File: src/rtl/array_feeder_pkg.sv
// Shared constants and state encoding for the systolic-array feeder.
package array_feeder_pkg;

  localparam int DEF_DATA_WIDTH = 8;
  localparam int DEF_N          = 4;
  localparam int ACC_WIDTH      = 32;

  typedef enum logic [1:0] {
    ST_LOAD   = 2'd0,
    ST_STREAM = 2'd1,
    ST_DONE   = 2'd2
  } feeder_state_e;

  // Stream counter must hold 0..3N-2.
  function automatic int stream_cnt_width(input int n);
    return $clog2(3 * n - 1);
  endfunction

endpackage

File: src/rtl/array_feeder_if.sv
// Load handshake plus array-facing stream bus of the feeder.
interface array_feeder_if
  import array_feeder_pkg::*;
#(
  parameter int DATA_WIDTH = DEF_DATA_WIDTH,
  parameter int N          = DEF_N
);

  logic                    in_valid;
  logic                    in_ready;
  logic [N*DATA_WIDTH-1:0] in_a_col;
  logic [N*DATA_WIDTH-1:0] in_b_row;
  logic                    arr_we;
  logic [N*DATA_WIDTH-1:0] arr_a;
  logic [N*DATA_WIDTH-1:0] arr_b;
  logic                    busy;
  logic                    done;

  modport master (
    output in_valid, in_a_col, in_b_row,
    input  in_ready, arr_we, arr_a, arr_b, busy, done
  );

  modport slave (
    input  in_valid, in_a_col, in_b_row,
    output in_ready, arr_we, arr_a, arr_b, busy, done
  );

endinterface

File: src/rtl/array_feeder_skew_select.sv
// Picks element t-LANE of an N-entry lane buffer, or zero outside the skewed window.
module skew_select
  import array_feeder_pkg::*;
#(
  parameter int DATA_WIDTH = DEF_DATA_WIDTH,
  parameter int N          = DEF_N,
  parameter int LANE       = 0,
  parameter int CNT_W      = stream_cnt_width(DEF_N)
) (
  input  logic [CNT_W-1:0]        t,
  input  logic [N*DATA_WIDTH-1:0] lane_buf,
  output logic [DATA_WIDTH-1:0]   elem
);

  // Matching t against LANE+s avoids a signed subtraction on the counter.
  always_comb begin
    elem = '0;
    for (int s = 0; s < N; s++) begin
      if (t == CNT_W'(LANE + s)) begin
        elem = lane_buf[s*DATA_WIDTH +: DATA_WIDTH];
      end
    end
  end

endmodule

File: src/rtl/array_feeder.sv
// Buffers one A and one B tile, then streams them diagonally skewed into a
// systolic array and flags when the last products have reached the far PE.
module array_feeder
  import array_feeder_pkg::*;
#(
  parameter int DATA_WIDTH = DEF_DATA_WIDTH,
  parameter int N          = DEF_N
) (
  input  logic         clk,
  input  logic         rst_n,
  array_feeder_if.slave bus
);

  localparam int                CNT_W     = stream_cnt_width(N);
  localparam int                BEAT_W    = (N > 1) ? $clog2(N) : 1;
  localparam logic [CNT_W-1:0]  T_LAST    = CNT_W'(3 * N - 3);
  localparam logic [BEAT_W-1:0] BEAT_LAST = BEAT_W'(N - 1);

  feeder_state_e state;
  feeder_state_e state_nxt;

  logic [BEAT_W-1:0]       beat_cnt;
  logic [CNT_W-1:0]        t_cnt;
  logic                    ready_en;
  logic                    accept;
  logic                    last_beat;

  logic [N*DATA_WIDTH-1:0] a_buf  [N];
  logic [N*DATA_WIDTH-1:0] b_buf  [N];
  logic [N*DATA_WIDTH-1:0] a_lane [N];
  logic [N*DATA_WIDTH-1:0] b_lane [N];
  logic [N*DATA_WIDTH-1:0] a_skew;
  logic [N*DATA_WIDTH-1:0] b_skew;

  assign accept    = bus.in_valid && bus.in_ready;
  assign last_beat = accept && (beat_cnt == BEAT_LAST);

  always_ff @(posedge clk or negedge rst_n) begin
    if (!rst_n) begin
      state <= ST_LOAD;
    end else begin
      state <= state_nxt;
    end
  end

  always_comb begin
    state_nxt = state;
    unique case (state)
      ST_LOAD:   if (last_beat) state_nxt = ST_STREAM;
      ST_STREAM: if (t_cnt == T_LAST) state_nxt = ST_DONE;
      ST_DONE:   state_nxt = ST_LOAD;
      default:   state_nxt = ST_LOAD;
    endcase
  end

  // ready_en keeps in_ready low until the first clock after reset release.
  always_ff @(posedge clk or negedge rst_n) begin
    if (!rst_n) begin
      beat_cnt <= '0;
      t_cnt    <= '0;
      ready_en <= 1'b0;
    end else begin
      ready_en <= 1'b1;
      if (accept) begin
        beat_cnt <= last_beat ? '0 : beat_cnt + 1'b1;
      end
      if (state == ST_STREAM && t_cnt != T_LAST) begin
        t_cnt <= t_cnt + 1'b1;
      end else begin
        t_cnt <= '0;
      end
    end
  end

  // Tile storage is deliberately not reset; stale contents are never streamed.
  always_ff @(posedge clk) begin
    if (accept) begin
      a_buf[beat_cnt] <= bus.in_a_col;
      b_buf[beat_cnt] <= bus.in_b_row;
    end
  end

  for (genvar i = 0; i < N; i++) begin : g_lane
    for (genvar k = 0; k < N; k++) begin : g_slot
      assign a_lane[i][k*DATA_WIDTH +: DATA_WIDTH] = a_buf[k][i*DATA_WIDTH +: DATA_WIDTH];
      assign b_lane[i][k*DATA_WIDTH +: DATA_WIDTH] = b_buf[k][i*DATA_WIDTH +: DATA_WIDTH];
    end

    skew_select #(
      .DATA_WIDTH (DATA_WIDTH),
      .N          (N),
      .LANE       (i),
      .CNT_W      (CNT_W)
    ) u_row_a (
      .t        (t_cnt),
      .lane_buf (a_lane[i]),
      .elem     (a_skew[i*DATA_WIDTH +: DATA_WIDTH])
    );

    skew_select #(
      .DATA_WIDTH (DATA_WIDTH),
      .N          (N),
      .LANE       (i),
      .CNT_W      (CNT_W)
    ) u_col_b (
      .t        (t_cnt),
      .lane_buf (b_lane[i]),
      .elem     (b_skew[i*DATA_WIDTH +: DATA_WIDTH])
    );
  end

  always_comb begin
    bus.in_ready = 1'b0;
    bus.arr_we   = 1'b0;
    bus.busy     = 1'b0;
    bus.done     = 1'b0;
    bus.arr_a    = '0;
    bus.arr_b    = '0;
    unique case (state)
      ST_LOAD: bus.in_ready = ready_en;
      ST_STREAM: begin
        bus.arr_we = 1'b1;
        bus.busy   = 1'b1;
        bus.arr_a  = a_skew;
        bus.arr_b  = b_skew;
      end
      ST_DONE: begin
        bus.done = 1'b1;
        bus.busy = 1'b1;
      end
      default: ;
    endcase
  end

endmodule

File: src/flat_wrapper.sv
// flat-port wrapper written by rule: the top's interface ports become plain ports
module array_feeder_flat import array_feeder_pkg::*;
#(
  parameter int DATA_WIDTH = DEF_DATA_WIDTH,
  parameter int N          = DEF_N
)
  (clk, rst_n, bus_in_valid, bus_in_a_col, bus_in_b_row, bus_in_ready, bus_arr_we, bus_arr_a, bus_arr_b, bus_busy, bus_done);
  array_feeder_if #(.DATA_WIDTH(DATA_WIDTH), .N(N)) bus_i ();
  input  logic clk;
  input  logic rst_n;
  input wire logic [$bits(bus_i.in_valid)-1:0] bus_in_valid;
  input wire logic [$bits(bus_i.in_a_col)-1:0] bus_in_a_col;
  input wire logic [$bits(bus_i.in_b_row)-1:0] bus_in_b_row;
  output wire logic [$bits(bus_i.in_ready)-1:0] bus_in_ready;
  output wire logic [$bits(bus_i.arr_we)-1:0] bus_arr_we;
  output wire logic [$bits(bus_i.arr_a)-1:0] bus_arr_a;
  output wire logic [$bits(bus_i.arr_b)-1:0] bus_arr_b;
  output wire logic [$bits(bus_i.busy)-1:0] bus_busy;
  output wire logic [$bits(bus_i.done)-1:0] bus_done;
  assign bus_i.in_valid = bus_in_valid;
  assign bus_i.in_a_col = bus_in_a_col;
  assign bus_i.in_b_row = bus_in_b_row;
  assign bus_in_ready = bus_i.in_ready;
  assign bus_arr_we = bus_i.arr_we;
  assign bus_arr_a = bus_i.arr_a;
  assign bus_arr_b = bus_i.arr_b;
  assign bus_busy = bus_i.busy;
  assign bus_done = bus_i.done;
  array_feeder #(.DATA_WIDTH(DATA_WIDTH), .N(N)) u_core (.clk(clk), .rst_n(rst_n), .bus(bus_i));
endmodule
File: config.mk
export PLATFORM = sky130hd
export DESIGN_NAME = array_feeder_flat
export DESIGN_NICKNAME = d
export VERILOG_FILES = /design/src/rtl/array_feeder_pkg.sv /design/src/rtl/array_feeder_if.sv /design/src/rtl/array_feeder_skew_select.sv /design/src/rtl/array_feeder.sv /design/src/flat_wrapper.sv
export SDC_FILE = /design/constraint.sdc
export NUM_CORES = 1
export LEC_CHECK = 0
export CELL_PAD_IN_SITES_DETAIL_PLACEMENT = 1
export CELL_PAD_IN_SITES_GLOBAL_PLACEMENT = 1
export CORE_MARGIN = 2
export CORE_UTILIZATION = 42
export DETAILED_ROUTE_END_ITERATION = 10
export GPL_TIMING_DRIVEN = 0
export PLACE_DENSITY = 0.77
export SYNTH_ARGS = -nofsm -noshare
export SYNTH_HDL_FRONTEND = slang
export SYNTH_SLANG_ARGS = --single-unit
File: constraint.sdc
create_clock -name clk -period 3 [get_ports clk]
set_input_delay 0.45 -clock clk [delete_from_list [all_inputs] [get_ports clk]]
set_output_delay 0.45 -clock clk [all_outputs]
set_load 0.02 [all_outputs]
==> out/qor.txt <==
Status: complete, but fails checks
Failing checks: setup timing
Drt drc: 0
Root Buffer Master: clkbuf_16
Ys Warns: 0
Final WS setup: -0.06254 ns
Layout Utilization: 56.12%
Setup CP Type: register to primary output
RePlAce Congestion: 0.7590
Final Skew: 0.02545 ns
PortBufs: 134
Peak Freq: 326.5 MHz
Crit share post-route: 102.1%
Pre-CTS setup slack: -0.5841 ns
Max Slew Vio Count: 0
Pin slew with the least headroom to its limit: 0.5823 ns
Worst Hold Class: input port to async pin
Largest fanout on the critical path: 7
Reg2reg path depth: 5
Synthesis-stage register bit count: 265
Commonest non-fill, non-tap cell in the layout: edfxtp_1
Max clock buf depth: 3
CTS tree: built
WP data required: 2.55 ns
Syn_nets: 773
Reg2Reg Setup Slack: 0.70 ns
Mean Syn Cell Area: 15.37 um2
Tot Pwr: 10.02 mW
First-pass GRT wire length: 43370 um
Worst setup endpoint: bus_arr_b[8]
Core area: 25110 um2
Critical path, cell by cell: inv_2 -> ha_4 -> buf_6 -> or4b_4 -> clkbuf_16 -> o32ai_2 -> o2111a_1 -> buf_6
Critical Path Start Type: register
Vias: 7028
Max_slew headroom: 61.18%
Placed inst area: 12560 um2
Dpl cells: 1163
Num CTS Buffers: 27
Final setup vio count: 13
Via density: 5.732
Die outline area: 26730 um2
Final Hold Fails: 0
GR Util All Layers: 21.32%
Final Net Count: 953
Post-route ant nets: 0
WL per Instance: 24.66 um
CTS Sinks: 265
Num ports: 135
Minimum clock period: 3.063 ns
Fraction of layout cells with a size suffix above 1: 23.35%
Critical Path End Type: primary output
Mapped Area: 10690 um2
HPWL Detailed: 17800 um
Die Height: 163.5 um
Synthesized instance count: 695
Grt total ovfl: 0
RSZ-0062 raised after global routing: yes
CP Data Arrival Time: 2.61 ns
Post-synthesis sequential area ratio: 74.05%
Max incr delay on CP: 0.55 ns
Peak VDD IR: 0.4292 mV
Max_cap viols: 0
Slowest stage cell, crit path: or4b_4
Reg clk slew, reported paths: 0.06 ns
TNS Setup: -0.2624 ns
Vias in the first global route: 7514
Share of async-settable or async-resettable flops after synthesis: 3.396%
P_leak: 4.931 nW
Die W: 163.5 um
Design area: 14090 um2
FF-to-FF End: u_core.b_buf[0][24]
Pwr Density: 710.9 nW/um2
Std-Cell Rows: 58
Cell mode on critical path: buf_6
Post-synth cell types: 42
Fin Hold WS: 0.2205 ns
Worst skew pair latency: 0.56 ns
H-Tree Depth: 1
Initial Util: 42.56%
Most frequent cells in the layout: 256 x edfxtp_1, 70 x clkdlybuf4s50_1, 42 x a21oi_1
Fin cells: 1226
Total Wirelength: 30230 um
Antenna violations before repair: 3
Post-synth EDFFs: 256
Syn-to-layout area delta: 31.89%
Critical Path Start: u_core.t_cnt[1]
DRT iter0 DRCs: 400
First-pass detailed-route iteration total: 5
Top FF cell, synth: edfxtp_1
Worst reg2reg path startpoint: u_core.state[1]
Largest net degree at the start of global routing: 47
[state kept, by name (all words and copies together), names as in the netlist]
signal,cells
u_core.state,2
u_core.t_cnt,4
u_core.b_buf,128
u_core.beat_cnt,2
u_core.a_buf,128
u_core.ready_en,1
[worst max-delay path: cells and delay by family, from the launching register on]
family          cells  cell delay [ns]
flops               1             0.45
buf+inv             4             0.55
fa+ha+maj           1             0.13
compound gates      2             0.37
simple gates        1             0.55
[cell usage after synthesis (10+ instances only)]
cell       count  area, um2
edfxtp_1     256       7687
a21oi_1       42      210.2
clkbuf_1      39      146.4
nand2_1       38      142.6
o21ai_0       35      175.2
inv_1         24      90.09
a221oi_1      23      201.4
nand2b_1      17      106.4
a211oi_1      16      120.1
o2111a_1      16      180.2
o211a_1       16      160.2
o2bb2ai_1     16      140.1
o32ai_1       16      140.1
ha_1          11      137.6
nor2_1        11      41.29
a21o_1        10      75.07
nand3b_1      10      75.07
[logic make-up after synthesis]
logic type	count (synthesis)	share of synthesized area [%]
AOI/OAI and AO/OA	232	16.12
xor gates and xnor gates	2	0.1640
adders and majority gates	11	1.288
buffers and inverters	81	3.185
DFF	265	74.05
muxes	1	0.1054
other	1	0.03510
and+or+nand+nor	102	5.047
[where the power goes]
| part | leakage (nW) | total (mW) | internal [mW] | switching, mW |
|---|---|---|---|---|
| Sequential | 2.44 | 4.56 | 4.45 | 0.118 |
| Combinational | 2.08 | 2.22 | 0.901 | 1.32 |
| Clock | 0.413 | 3.24 | 1.82 | 1.41 |
[routing by layer]
layer  up-vias  global-route usage, %  wire, um
met3        59                  3.555      1503
met1      3638                  27.36     12300
met2       197                  37.32     15610
li1       3132                      -         -
met4         2                  6.220       806
met5         -                      0        13
[worst min path at each step]
stage                          from            endpoint
finish                        rst_n     u_core.t_cnt[2]
global route                  rst_n     u_core.t_cnt[2]
CTS                           rst_n     u_core.t_cnt[2]
detailed placement  u_core.t_cnt[0]     u_core.t_cnt[0]
global placement    u_core.t_cnt[0]     u_core.t_cnt[0]
floorplan                     rst_n  u_core.beat_cnt[0]
[area by class of cell]
class | count | area, um2
buffer | 51 | 391.6
antenna | 1 | 2.502
multi-input combinational | 350 | 2933
timing repair buffer | 155 | 1506
sequential | 265 | 7915
clock buffer | 32 | 694.4
clock inverter | 17 | 140.1
inverter | 25 | 96.34
fill | 2430 | 11020
tap | 330 | 412.9
[repair_timing]
| item | 4_1_cts | 5_1_grt |
|---|---|---|
| pin swaps | 20 | 35 |
| setup buffers | 10 | 6 |
| setup endpoints to repair | 64 | 57 |
| hold buffers | 0 | 0 |
| cloned | 0 | 2 |
| resized for setup | 278 | 115 |
No activity file was read; power rests on OpenSTA's default activity.
